$ cat config.mk
export PLATFORM = sky130hd
export DESIGN_NAME = alu_arbiter
export DESIGN_NICKNAME = d
export VERILOG_FILES = /design/src/rtl/alu_arbiter.sv
export SDC_FILE = /design/constraint.sdc
export NUM_CORES = 1
export LEC_CHECK = 0
export ABC_AREA = 1
export CORE_UTILIZATION = 35
export DETAILED_ROUTE_END_ITERATION = 12
export PLACE_DENSITY = 0.72
export SLEW_MARGIN = 20
export SYNTH_ARGS = -nofsm -noshare
export SYNTH_HDL_FRONTEND = slang
export SYNTH_SLANG_ARGS = --single-unit
$ cat constraint.sdc
create_clock -name clk -period 4.2 [get_ports clk]
set_input_delay 0.63 -clock clk [delete_from_list [all_inputs] [get_ports clk]]
set_output_delay 0.63 -clock clk [all_outputs]
set_load 0.005 [all_outputs]
$ cat src/rtl/alu_arbiter.sv
// alu_arbiter
// Shares one combinational ALU between two valid/ready requesters:
// requester 0 (pipeline execute stage) and requester 1 (debug/maintenance port).
// Only one operation is in flight at a time. The block latches the operands,
// drives the ALU for one cycle, registers the result, and holds it on the
// owner's response channel until the owner accepts it.
//
// Parameters:
//   FIXED_PRIO    : 0 = round-robin on ties, 1 = requester 0 always wins ties
// Ports:
//   clk, rst      : rising-edge clock, asynchronous active-high reset
//   reqN_valid    : requester N presents an operation
//   reqN_ready    : requester N's operation is accepted this cycle
//   reqN_val1/2   : 32-bit operands of requester N
//   reqN_aluop    : 5-bit ALU operation code of requester N
//   respN_valid   : result available for requester N
//   respN_ready   : requester N consumes the result
//   respN_result  : registered result (0 when respN_valid is low)
//   alu_val1/2    : operands to the ALU (0 outside the execute cycle)
//   alu_aluop     : operation code to the ALU (0 outside the execute cycle)
//   alu_is_alu_op : ALU enable, high only during the execute cycle
//   alu_result    : result returned by the ALU
module alu_arbiter #(
  parameter bit FIXED_PRIO = 1'b0
) (
  input  logic        clk,
  input  logic        rst,
  input  logic        req0_valid,
  output logic        req0_ready,
  input  logic [31:0] req0_val1,
  input  logic [31:0] req0_val2,
  input  logic [4:0]  req0_aluop,
  input  logic        req1_valid,
  output logic        req1_ready,
  input  logic [31:0] req1_val1,
  input  logic [31:0] req1_val2,
  input  logic [4:0]  req1_aluop,
  output logic        resp0_valid,
  input  logic        resp0_ready,
  output logic [31:0] resp0_result,
  output logic        resp1_valid,
  input  logic        resp1_ready,
  output logic [31:0] resp1_result,
  output logic [31:0] alu_val1,
  output logic [31:0] alu_val2,
  output logic [4:0]  alu_aluop,
  output logic        alu_is_alu_op,
  input  logic [31:0] alu_result
);

  typedef enum logic [1:0] {
    IDLE = 2'd0,
    EXEC = 2'd1,
    RESP = 2'd2
  } state_t;

  state_t      state;
  state_t      next_state;
  logic        owner;
  logic        last;
  logic [31:0] op_val1;
  logic [31:0] op_val2;
  logic [4:0]  op_aluop;
  logic [31:0] result_q;
  logic        grant_sel;
  logic        accept;
  logic        resp_fire;

  // Grant selection among the currently valid requesters. A lone valid
  // requester always wins. On a tie, round-robin hands the grant to whoever
  // was not served last; fixed priority always picks requester 0. Because
  // 'last' resets to 1, requester 0 also wins the first round-robin tie.
  always_comb begin
    grant_sel = 1'b0;
    if (req0_valid && req1_valid) begin
      grant_sel = FIXED_PRIO ? 1'b0 : ~last;
    end else if (req1_valid) begin
      grant_sel = 1'b1;
    end
  end

  // Next-state and output decode. Every output defaults to 0 so the ALU sees
  // zero operands and a cleared enable outside the execute cycle, and the
  // response channels show 0 unless they carry a valid result. Ready is only
  // offered in IDLE, so a response handshake and a new acceptance can never
  // land in the same cycle.
  always_comb begin
    next_state    = state;
    accept        = 1'b0;
    resp_fire     = 1'b0;
    req0_ready    = 1'b0;
    req1_ready    = 1'b0;
    resp0_valid   = 1'b0;
    resp1_valid   = 1'b0;
    resp0_result  = 32'd0;
    resp1_result  = 32'd0;
    alu_val1      = 32'd0;
    alu_val2      = 32'd0;
    alu_aluop     = 5'd0;
    alu_is_alu_op = 1'b0;
    case (state)
      IDLE: begin
        if (req0_valid || req1_valid) begin
          accept     = 1'b1;
          req0_ready = ~grant_sel;
          req1_ready = grant_sel;
          next_state = EXEC;
        end
      end
      EXEC: begin
        alu_val1      = op_val1;
        alu_val2      = op_val2;
        alu_aluop     = op_aluop;
        alu_is_alu_op = 1'b1;
        next_state    = RESP;
      end
      RESP: begin
        if (owner) begin
          resp1_valid  = 1'b1;
          resp1_result = result_q;
          resp_fire    = resp1_ready;
        end else begin
          resp0_valid  = 1'b1;
          resp0_result = result_q;
          resp_fire    = resp0_ready;
        end
        if (resp_fire) begin
          next_state = IDLE;
        end
      end
      default: begin
        next_state = IDLE;
      end
    endcase
  end

  // State register. Reset drops any in-flight operation back to IDLE, so a
  // discarded operation never produces a response.
  always_ff @(posedge clk or posedge rst) begin
    if (rst) begin
      state <= IDLE;
    end else begin
      state <= next_state;
    end
  end

  // Datapath registers. Operands and the owner are captured from the granted
  // requester at acceptance, the ALU output is sampled at the edge closing
  // the execute cycle, and 'last' only advances once the owner has actually
  // consumed its result.
  always_ff @(posedge clk or posedge rst) begin
    if (rst) begin
      owner    <= 1'b0;
      last     <= 1'b1;
      op_val1  <= 32'd0;
      op_val2  <= 32'd0;
      op_aluop <= 5'd0;
      result_q <= 32'd0;
    end else begin
      if (accept) begin
        owner    <= grant_sel;
        op_val1  <= grant_sel ? req1_val1  : req0_val1;
        op_val2  <= grant_sel ? req1_val2  : req0_val2;
        op_aluop <= grant_sel ? req1_aluop : req0_aluop;
      end
      if (state == EXEC) begin
        result_q <= alu_result;
      end
      if (resp_fire) begin
        last <= owner;
      end
    end
  end

endmodule

==> out/qor.txt <==
Worst Setup EP = resp0_result[29]
number of global-route vias before repair = 6,088
Finished Cell Area = 0.00972 sq mm
power per cell area = 548 mW/mm^2
Adder-Cell Fraction of Synth Area = 0%
Die ar. = 0.0181 sq mm
post-CTS sizing = 0
diodes inserted = 0
hold_ws = 478 ps
CTS tree = built
CP required = 3570 ps
mux share of post-synthesis cell area = 0%
slew at the pin with the worst max-slew slack = 788 ps
Synth Area in Simple Gates = 35.2%
# hold bufs at CTS = 0
largest family of logic cells by synthesized area = simple AND/OR/NAND/NOR gates
CP cell instances = inv_1, nand2_1, inv_1, nand2_1, buf_4, nor2_1, clkdlybuf4s50_1
post-synthesis compound-gate area fraction = 2.98%
CP Class = reg2out
Cells after Synth = 972
Yosys warnings = 0
critical path arrival = 2340 ps
Post-CTS Setup Bufs = 0
Crit. End Element = output pin
clk_skew = 7.70 ps
Max rail drop VDD = 0.493 mV
htree depth = 3
RSZ-0062 raised after global routing = no
setup violators final = 0
Mapped Nets = 1,148
CTS Root Cell = clkbuf_16
vias per inst = 4.43
max frequency = 337 MHz
Synth Cell Area = 0.00616 sq mm
first-pass GRT wire length = 31.2 mm
status = finished clean
WL final = 19.5 mm
IO buf count = 313
antenna violations before repair = 0
TritonCTS Sinks = 105
commonest non-fill, non-tap cell in the layout = clkdlybuf4s50_1
fin crit period = 2970 ps
Rel. slew slack = 47.4%
final hold vios = 0
crit share post-route = 70.7%
remaining global-route overflow = 0
CP Max Fanout = 17
DR iter-0 viols = 345
width of the chip = 135 microns
num rows = 48
TritonCTS Buffers = 9
Starting Density = 35.8%
clk_lat worst skew = 340 ps
ratio of cells with drive above 1 in the final layout = 2.95%
reg2reg start = state[1]$_DFFE_PP0P_
clk slew on worst S/H paths = 70 ps
Syn Area/Cell = 6.34 sq um
io pins = 314
Post-Synth XOR/XNOR Area = 0%
Slew Limit Fails = 0
average wire per standard cell = 13.2 microns
crit path max-delay cell type = clkdlybuf4s50_1
DP HPWL = 14.0 mm
synth unique cells = 16
largest net degree at the start of global routing = 72
GP Congestion = 0.813
DRC = 0
vias post-DR = 6,557
maxcap violations = 0
fin nets = 1,427
R2R Setup Slk = 2290 ps
placed inst area = 0.00941 sq mm
Leak = 5.11 nW
Setup crit start = state[0]$_DFFE_PP0P_
register area share after synthesis = 42.7%
P&R area growth vs syn = 57.8%
final setup TNS = 0 ps
Worst Setup Start Kind = flip-flop
Total GRT Usage = 22.0%
worst r2r path cells = 6
#FFs+latches synth = 105
min-delay worst type = reg2reg
Final ANT Viol Nets = 0
Core Box Area = 0.0172 sq mm
RR Endpoint = op_val1[15]$_DFFE_PP0P_
hold path start = op_val1[3]$_DFFE_PP0P_
Critical Path Max Stage Delay = 520 ps
Clock Tree Buf Depth = 2
Initial DRT Pass Iterations = 5
Die Ht = 135 microns
most frequent cells in the layout = clkdlybuf4s50_1 (312), nand2_1 (247), inv_1 (244)
-- state kept, by name, summed over array words and instances (netlist names) --
signal / count
last: 1
op_aluop: 5
op_val1: 32
op_val2: 32
owner: 1
result_q: 32
state: 2
-- layout make-up --
| cell class | count | area (sq um) |
|---|---|---|
| clock buffer | 12 | 256 |
| clock inverter | 4 | 51.3 |
| fill | 1676 | 7510 |
| inverter | 247 | 930 |
| multi-input combinational | 564 | 2370 |
| sequential | 105 | 2630 |
| tap | 225 | 282 |
| timing repair buffer | 324 | 3210 |
-- metal layers --
layer,part of all wire [%],global-route usage [%],routed length [microns],vias up
met4,2.2,7.62,420,0
met1,41,26.3,8060,2934
li1,-,-,-,3363
met5,0,0,0,-
met2,49,38.5,9470,237
met3,7.8,5.41,1530,23
-- power breakdown --
part           switching [W]  internal (W)
clock               0.000374      0.000496
sequential          0.000232       0.00153
combinational        0.00150       0.00120
-- cell usage after synthesis --
library cell	instances	area, sq um
nand2_1	249	935
inv_1	245	920
nand3_1	140	701
nor2_1	136	510
dfrtp_1	104	2600
o21ai_0	34	170
buf_2	32	160
clkbuf_1	16	60.1
buf_1	7	26.3
inv_2	2	7.51
nand2_2	2	12.5
a21oi_1	1	5.00
buf_4	1	7.51
dfstp_2	1	26.3
nor2_4	1	11.3
o21ai_2	1	8.76
-- through the flow --
| step | cells | power (W) | worst slack, ps | utilization, % |
|---|---|---|---|---|
| floorplan | 972 | 0.00323 | 811 | - |
| global route | 1481 | 0.00582 | 987 | 56.4 |
| detailed placement | 1465 | 0.00451 | 1480 | 54.6 |
| CTS | 1481 | 0.00540 | 1100 | 56.4 |
| global placement | 1465 | 0.00444 | 1530 | 54.6 |
| finish | 1481 | 0.00533 | 1230 | 56.4 |
-- worst min path at each step --
| stage | slack, ps | endpoint | cells after the start |
|---|---|---|---|
| finish | 480 | op_val1[3]$_DFFE_PP0P_ | 2 |
| global route | 500 | op_val2[11]$_DFFE_PP0P_ | 2 |
| CTS | 480 | op_val2[14]$_DFFE_PP0P_ | 2 |
| detailed placement | 470 | op_val2[14]$_DFFE_PP0P_ | 2 |
| global placement | 460 | op_val2[2]$_DFFE_PP0P_ | 2 |
| floorplan | 450 | op_aluop[0]$_DFFE_PP0P_ | 2 |
-- cell families (layout without fill, tap and decap cells) --
logic type      after synthesis  after routing
simple gates                528            528
buf+inv                     303            587
flops                       105            105
compound gates               36             36
-- critical path, delay by kind of cell, from the launching register on --
| family | cells | cell delay, ps |
|---|---|---|
| flops | 1 | 400 |
| simple gates | 3 | 540 |
| buf+inv | 4 | 1060 |
(Power assumes the default switching activity.)
